--- src/rtl/cache_types_pkg.sv ---
// Shared types for the L1 cache controller: way index, main FSM states, way count.
package cache_types_pkg;

  localparam int NUM_WAYS = 4;

  typedef logic [$clog2(NUM_WAYS)-1:0] way_t;

  typedef enum logic [1:0] {
    S_IDLE  = 2'd0,
    S_WB    = 2'd1,
    S_ALLOC = 2'd2
  } cache_ctrl_state_t;

endpackage

--- src/rtl/cache_perf_cnt.sv ---
// Saturating hit/miss/writeback event counters for the cache controller.
module cache_perf_cnt #(
  parameter int CNT_W = 32
) (
  input  logic             clk,
  input  logic             rst,
  input  logic             hit_inc,
  input  logic             miss_inc,
  input  logic             wb_inc,
  output logic [CNT_W-1:0] hit_count,
  output logic [CNT_W-1:0] miss_count,
  output logic [CNT_W-1:0] wb_count
);

  logic [CNT_W-1:0] hit_q, hit_d;
  logic [CNT_W-1:0] miss_q, miss_d;
  logic [CNT_W-1:0] wb_q, wb_d;

  // Counters stick at all-ones rather than wrapping.
  always_comb begin
    hit_d  = hit_q;
    miss_d = miss_q;
    wb_d   = wb_q;
    if (hit_inc && (hit_q != '1)) hit_d = hit_q + 1'b1;
    if (miss_inc && (miss_q != '1)) miss_d = miss_q + 1'b1;
    if (wb_inc && (wb_q != '1)) wb_d = wb_q + 1'b1;
  end

  always_ff @(posedge clk or posedge rst) begin
    if (rst) begin
      hit_q  <= '0;
      miss_q <= '0;
      wb_q   <= '0;
    end else begin
      hit_q  <= hit_d;
      miss_q <= miss_d;
      wb_q   <= wb_d;
    end
  end

  assign hit_count  = hit_q;
  assign miss_count = miss_q;
  assign wb_count   = wb_q;

endmodule

--- src/rtl/cache_ctrl.sv ---
// Main FSM of the 4-way L1 cache: tag compare, dirty-victim writeback, line allocate.
// Performance counters are built only when CACHE_CTRL_PERF_CNT_EN is defined.
//
// state   | meaning
// S_IDLE  | compare; hits respond in the same cycle, misses latch the victim
// S_WB    | write the dirty victim line back to pmem
// S_ALLOC | read the missing line from pmem into the victim way
module cache_ctrl
  import cache_types_pkg::*;
#(
  parameter int CNT_W = 32
) (
  input  logic             clk,
  input  logic             rst,
  input  logic             mem_read,
  input  logic             mem_write,
  output logic             mem_resp,
  input  logic             hit,
  input  logic [1:0]       hit_way,
  input  logic [1:0]       victim_way,
  input  logic             victim_dirty,
  output logic             pmem_read,
  output logic             pmem_write,
  input  logic             pmem_resp,
  output logic [1:0]       way_sel,
  output logic             addr_sel,
  output logic             write_hit,
  output logic             load_line,
  output logic             load_plru,
  output logic [CNT_W-1:0] hit_count,
  output logic [CNT_W-1:0] miss_count,
  output logic [CNT_W-1:0] wb_count
);

  cache_ctrl_state_t state_q, state_d;
  way_t              victim_q, victim_d;
  logic              req;

  assign req = mem_read | mem_write;

  always_ff @(posedge clk or posedge rst) begin
    if (rst) begin
      state_q  <= S_IDLE;
      victim_q <= '0;
    end else begin
      state_q  <= state_d;
      victim_q <= victim_d;
    end
  end

  always_comb begin
    state_d    = state_q;
    victim_d   = victim_q;
    mem_resp   = 1'b0;
    pmem_read  = 1'b0;
    pmem_write = 1'b0;
    way_sel    = '0;
    addr_sel   = 1'b0;
    write_hit  = 1'b0;
    load_line  = 1'b0;
    load_plru  = 1'b0;
    case (state_q)
      S_IDLE: begin
        if (req && hit) begin
          mem_resp  = 1'b1;
          load_plru = 1'b1;
          way_sel   = hit_way;
          write_hit = mem_write;
        end else if (req) begin
          victim_d = victim_way;
          state_d  = victim_dirty ? S_WB : S_ALLOC;
        end
      end
      S_WB: begin
        pmem_write = 1'b1;
        addr_sel   = 1'b1;
        way_sel    = victim_q;
        if (pmem_resp) state_d = S_ALLOC;
      end
      S_ALLOC: begin
        pmem_read = 1'b1;
        way_sel   = victim_q;
        if (pmem_resp) begin
          load_line = 1'b1;
          load_plru = 1'b1;
          state_d   = S_IDLE;
        end
      end
      default: state_d = S_IDLE;
    endcase
    // Idle outputs follow req/hit combinationally, so reset must mask them directly.
    if (rst) begin
      mem_resp   = 1'b0;
      pmem_read  = 1'b0;
      pmem_write = 1'b0;
      way_sel    = '0;
      addr_sel   = 1'b0;
      write_hit  = 1'b0;
      load_line  = 1'b0;
      load_plru  = 1'b0;
    end
  end

`ifdef CACHE_CTRL_PERF_CNT_EN
  logic hit_ev, miss_ev, wb_ev;

  assign hit_ev  = mem_resp;
  assign miss_ev = (state_q == S_IDLE) && (state_d != S_IDLE);
  assign wb_ev   = (state_q == S_WB) && (state_d != S_WB);

  cache_perf_cnt #(.CNT_W(CNT_W)) u_perf_cnt (
    .clk        (clk),
    .rst        (rst),
    .hit_inc    (hit_ev),
    .miss_inc   (miss_ev),
    .wb_inc     (wb_ev),
    .hit_count  (hit_count),
    .miss_count (miss_count),
    .wb_count   (wb_count)
  );
`else
  assign hit_count  = '0;
  assign miss_count = '0;
  assign wb_count   = '0;
`endif

endmodule

--- config.mk ---
export PLATFORM = sky130hd
export DESIGN_NAME = cache_ctrl
export DESIGN_NICKNAME = d
export VERILOG_FILES = /design/src/rtl/cache_types_pkg.sv /design/src/rtl/cache_perf_cnt.sv /design/src/rtl/cache_ctrl.sv
export SDC_FILE = /design/constraint.sdc
export NUM_CORES = 1
export LEC_CHECK = 0
export BUFFER_PORTS_ARGS = -buffer_cell sky130_fd_sc_hd__buf_2
export CAP_MARGIN = 0
export CORE_MARGIN = 4
export CORE_UTILIZATION = 35
export CTS_CLUSTER_SIZE = 40
export DETAILED_ROUTE_END_ITERATION = 16
export PLACE_DENSITY_LB_ADDON = 0.15
export SYNTH_ARGS = -nofsm -noshare
export SYNTH_HDL_FRONTEND = slang
export SYNTH_SLANG_ARGS = --single-unit
--- constraint.sdc ---
create_clock -name clk -period 1.8 [get_ports clk]
set_clock_uncertainty 0.15 [all_clocks]
set_input_delay 0.45 -clock clk [delete_from_list [all_inputs] [get_ports clk]]
set_output_delay 0.45 -clock clk [all_outputs]
set_load 0.005 [all_outputs]
==> flow_summary.ini, run 1 <==
[clock_tree]
clockRootBuffer = clkbuf_4
clockBufferDepth = 2
cts_tree = built
hold_buffers = 0
clk_latency_ns = 0.23
cts.sink_count = 4
cts.clk_slew.worst_paths_ns = 0.03
htreeDepth = 1
numCtsBuffers = 3

[yosys]
syn_avg_cell_area_um2 = 7.92
synth_compound_area_share_pct = 8.13
synth_edf_count = 0
ys_seq_elements = 4
synthArstFlopShare_pct = 100
yosys.area_share.xor_xnor_pct = 0
synthAdderAreaFrac_pct = 4.58
synthFlopType = dfrtp_1
synth_cell_types = 24
seq_area_frac_synth_pct = 9.16
muxShareOfSynthArea_pct = 2.75
synth_top_family_by_area = buffers and inverters
syn_inst = 138
synthSimpleGateAreaFrac_pct = 6.64
synth_area_um2 = 1090
yosys_warnings = 0

[sta]
post-route-period-util_pct = 108
rsz0062_at_grt = true
setup_ws_ns = -0.146
timing.fmax_ghz = 0.514
finalSetupViolations = 7
finalSetupTns_ns = -0.657
holdWs_ns = 0.124
min_period_ns = 1.95
hold_viol_final = 0
drv_slew = 0

[route]
drc = 0
drtIter0Drc = 9
vias = 647
vias_per_cell = 3.11
wl_per_cell_um = 8.08
antenna_left = 0
drt_wl_total_um = 1680
drt_first_pass_iters = 4

[place]
hpwl_um = 1530
routabilityCongestion = 0.667
dp.cells = 204
dpl_cell_area_um2 = 908
dp_slack_ns = 0.00903
numPortBuffers = 19

[global_route]
grt_pass1_vias = 469
grt_use_total_pct = 6.63
grt_overflow = 0
grt_max_degree = 8
grt_pass1_wl_um = 2070
antenna_found_initial = 0

[floorplan]
die_h_um = 63.9
start_util_pct = 36.1
core_um2 = 3030
die_area_um2 = 4080
std_cell_rows = 20
ioPinCount = 116
die_w_um = 63.9

[critical_path]
critPathKind = reg -> out
reg2reg_slack_ns = 0.31
reg2reg_from = state_q[0]
ff2ff_path_depth = 6
critPathRequiredTime_ns = 1.20
cp_max_fo = 3
timing.rr.end = victim_q[1]
cp.arrival_ns = 1.35
worstSetupStartpointType = flip-flop
cp-end-kind = output port

[cells_and_area]
layout.cells.non_filler = 208
finalInstanceArea_um2 = 1010
area_growth_pct = -7.79
num_antenna_cells = 0
drive_gt1_share_pct = 25.6
n_fill_cell = 323
fin_util_pct = 33.3
nNetsFinal = 181

[power]
power.total_mw = 0.967
p_clk_share_pct = 11.2
p_int_mw = 0.578
p_sw_share_pct = 40.2
power_density_nw_per_um2 = 960
switchingPower_mw = 0.388
comb_power_share_pct = 71.3
worst_ir_drop_vdd_mv = 0.498
p_leak_nw = 0.622
seq_power_share_pct = 17.5

[flow_run]
drv_cap = 0

[run_status]
status = finished, violations left
violations = negative setup slack

[worst_hold_path]
hp-class = in -> async
==> worst max path at each step <==
stage / slack, ns / to / depth (start not counted) / start
final: -0.15 / way_sel[0] / 6 / state_q[1]
after CTS: -0.22 / way_sel[0] / 6 / state_q[1]
after floorplan: 0.05 / way_sel[1] / 5 / state_q[0]
after detailed placement: 0.009 / way_sel[1] / 5 / mem_write
after global routing: -0.24 / load_plru / 6 / state_q[0]
after global placement: 0.02 / way_sel[1] / 5 / mem_write
==> power groups by stage <==
stage	registers [mW]	clock network [mW]	logic, mW
2_1_floorplan	0.168	0	0.493
3_3_place_gp	0.160	0	0.545
3_5_place_dp	0.162	0	0.553
4_1_cts	0.165	0.113	0.631
5_1_grt	0.176	0.125	0.773
6_report	0.169	0.109	0.689
==> final cells by class <==
class	instances	area, um2	area share (%)
clock buffers	3	22.5	2.24
inverters	5	18.8	1.86
multi-input cells	127	658	65.3
flip-flops and latches	4	100	9.94
well taps	44	55.1	5.47
repair buffers	25	153	15.2
==> registers in the layout, indices dropped and copies added (netlist names) <==
name	flops
victim_q	2
state_q	2
==> synth_stat cells (2+ instances only) <==
master	number	area, um2
a21oi_1	3	15.0
a22oi_1	2	15.0
buf_4	97	728
dfrtp_1	4	100
ha_1	4	50.1
inv_1	5	18.8
mux2_4	2	30.0
nand2_1	2	7.51
nand3_1	2	10.0
nor2b_1	2	12.5
nor3_1	2	10.0
==> layout by cell type, fill, tap and decap left out, types with 2 or more instances in the layout <==
cell type | synthesis | layout
a22oi_2 | 0 | 2
conb_1 | 1 | 96
nand3_1 | 2 | 2
inv_1 | 5 | 3
ha_4 | 0 | 2
a21oi_1 | 3 | 3
nand2_1 | 2 | 2
nor3_1 | 2 | 2
buf_2 | 0 | 17
inv_2 | 0 | 2
dfrtp_1 | 4 | 4
buf_6 | 0 | 2
buf_4 | 97 | 6
clkbuf_4 | 0 | 3
mux2_4 | 2 | 2
==> cells by family (layout without fill, tap and decap cells) <==
logic type      after synthesis  count (layout)
buf+inv                     102              33
mux                           2               2
compound gates               12              12
fa+ha+maj                     4               4
simple gates                 13              13
other cells                   1              96
flops                         4               4
==> worst max-delay path, cell delays in order, from the launching register on <==
cell and delay, ns:
dfrtp_1 0.37, inv_2 0.08, ha_4 0.14, o211a_4 0.17
a22oi_2 0.06, nor3_1 0.15, buf_2 0.14
==> metal layers <==
layer  wire length, um  vias to the layer above  GRT usage (%)  share of wire, %
met3               311                        2           2.46                19
met5                 0                        -              0                 0
met2               781                       70           10.6                46
met4                10                        0           3.23              0.60
li1                  -                      296              -                 -
met1               577                      279           7.74                34
==> timing repair <==
action                     4_1_cts  5_1_grt
setup buffers                    1        0
gates resized for setup          8        7
setup endpoints to repair        9        9
gates cloned                     0        0
pin swaps                        5        1
Note: power is estimated with default switching activity, not from simulation.
==> inputs of run 2 (changes only) <==
Settings changed: RECOVER_POWER set to 100.
==> flow_summary.ini, run 2 (synthesized netlist as in run 1, its figures left out) <==
[run_status]
status = finished, violations left
violations = negative setup slack

[sta]
setup_ws_ns = -0.145
hold_viol_final = 0
finalSetupViolations = 7
min_period_ns = 1.94
timing.fmax_ghz = 0.514
rsz0062_at_grt = true
finalSetupTns_ns = -0.650
post-route-period-util_pct = 108
drv_slew = 0

[clock_tree]
cts.clk_slew.worst_paths_ns = 0.03
clk_latency_ns = 0.23
cts.sink_count = 4
htreeDepth = 1
hold_buffers = 0
numCtsBuffers = 3
clockBufferDepth = 2
clockRootBuffer = clkbuf_4
cts_tree = built

[place]
dpl_cell_area_um2 = 908
hpwl_um = 1530
routabilityCongestion = 0.667
numPortBuffers = 19
dp.cells = 204

[critical_path]
critPathKind = reg -> out
cp.arrival_ns = 1.34
critPathRequiredTime_ns = 1.20
critPathLaunch = state_q[1]
cp_max_fo = 3
reg2reg_from = state_q[0]
cp-end-kind = output port
worstSetupStartpointType = flip-flop

[floorplan]
die_w_um = 63.9
die_h_um = 63.9
start_util_pct = 36.1
die_area_um2 = 4080
std_cell_rows = 20
ioPinCount = 116
core_um2 = 3030

[global_route]
grt_pass1_wl_um = 2070
grt_overflow = 0
grt_max_degree = 8
grt_use_total_pct = 6.63
grt_pass1_vias = 469
antenna_found_initial = 0

[cells_and_area]
drive_gt1_share_pct = 23.2
most-common-layout-cells = conb_1 (96), buf_2 (17), buf_4 (5), dfrtp_1 (4)
num_antenna_cells = 0
finalInstanceArea_um2 = 997
biggestRegsByFlops = state_q x2, victim_q x2
area_growth_pct = -8.71
n_fill_cell = 322
final_common_cell = conb_1
nNetsFinal = 181
layout.cells.non_filler = 208

[power]
power_density_nw_per_um2 = 952
worst_ir_drop_vdd_mv = 0.459
p_leak_nw = 0.620

[route]
vias = 649
drt_wl_total_um = 1680
antenna_left = 0
drt_first_pass_iters = 4
wl_per_cell_um = 8.08
drc = 0
drtIter0Drc = 5
vias_per_cell = 3.12

[worst_hold_path]
hp-class = in -> async

[flow_run]
drv_cap = 0
[run 2: changes by cell type in the layout (fill, tap and decap cells not counted), sizes merged]
cell | previous run | this run
clkbuf | 3 | 4
buf | 25 | 24
[run 2: where the power goes]
group | internal [mW] | total, mW | switching [mW]
registers | 0.137 | 0.169 | 0.0320
clock network | 0.0744 | 0.109 | 0.0342
logic | 0.352 | 0.671 | 0.319
[run 2: path summary, 6_finish.rpt]
kind | to | slack [ns] | depth (start not counted)
max in group asynchronous | victim_q[0] | 1.17 | 3
min reg2reg | victim_q[0] | 0.38 | 1
min | state_q[1] | 0.15 | 3
max reg2reg | victim_q[1] | 0.24 | 6
min in group clk | victim_q[1] | 0.29 | 2
max | way_sel[0] | -0.14 | 6
[run 2: per-stage QoR]
step	util [%]	total power [mW]	setup WS, ns	hold slack (ns)
after detailed placement	30.0	0.715	0.00903	0.338
after floorplan	-	0.661	0.0511	0.0710
after global routing	32.9	1.06	-0.243	0.178
after global placement	30.0	0.706	0.0190	0.341
final	32.9	0.949	-0.145	0.151
after CTS	32.1	0.909	-0.218	0.106
[run 2: metal layers]
metal	share of wire (%)	up-vias	global-route usage, %	routed length [um]
met2	46	72	10.6	777
met4	0.60	0	3.23	10
met1	34	279	7.74	565
met3	19	2	2.46	327
met5	0	-	0	0
li1	-	296	-	-
[run 2: layout make-up]
class / instances / area, um2 / area share (%)
Multi-Input combinational cell: 127 / 652 / 65.4
Sequential cell: 4 / 100 / 10.0
Clock buffer: 3 / 22.5 / 2.26
Inverter: 5 / 18.8 / 1.88
Tap cell: 44 / 55.1 / 5.52
Timing Repair Buffer: 25 / 149 / 14.9
[run 2: worst max-delay path, cell delays in order, from the launching register on]
cell,delay [ns]
dfrtp_1,0.37
inv_2,0.08
ha_4,0.14
o211a_4,0.17
a22oi_2,0.06
nor3_1,0.15
buf_2,0.14
[run 2: what timing repair did]
action,CTS,global route
gates resized for setup,8,7
pin swaps,5,1
setup endpoints to repair,9,9
hold endpoints to repair,0,0
setup buffers,1,0
gates cloned,0,0
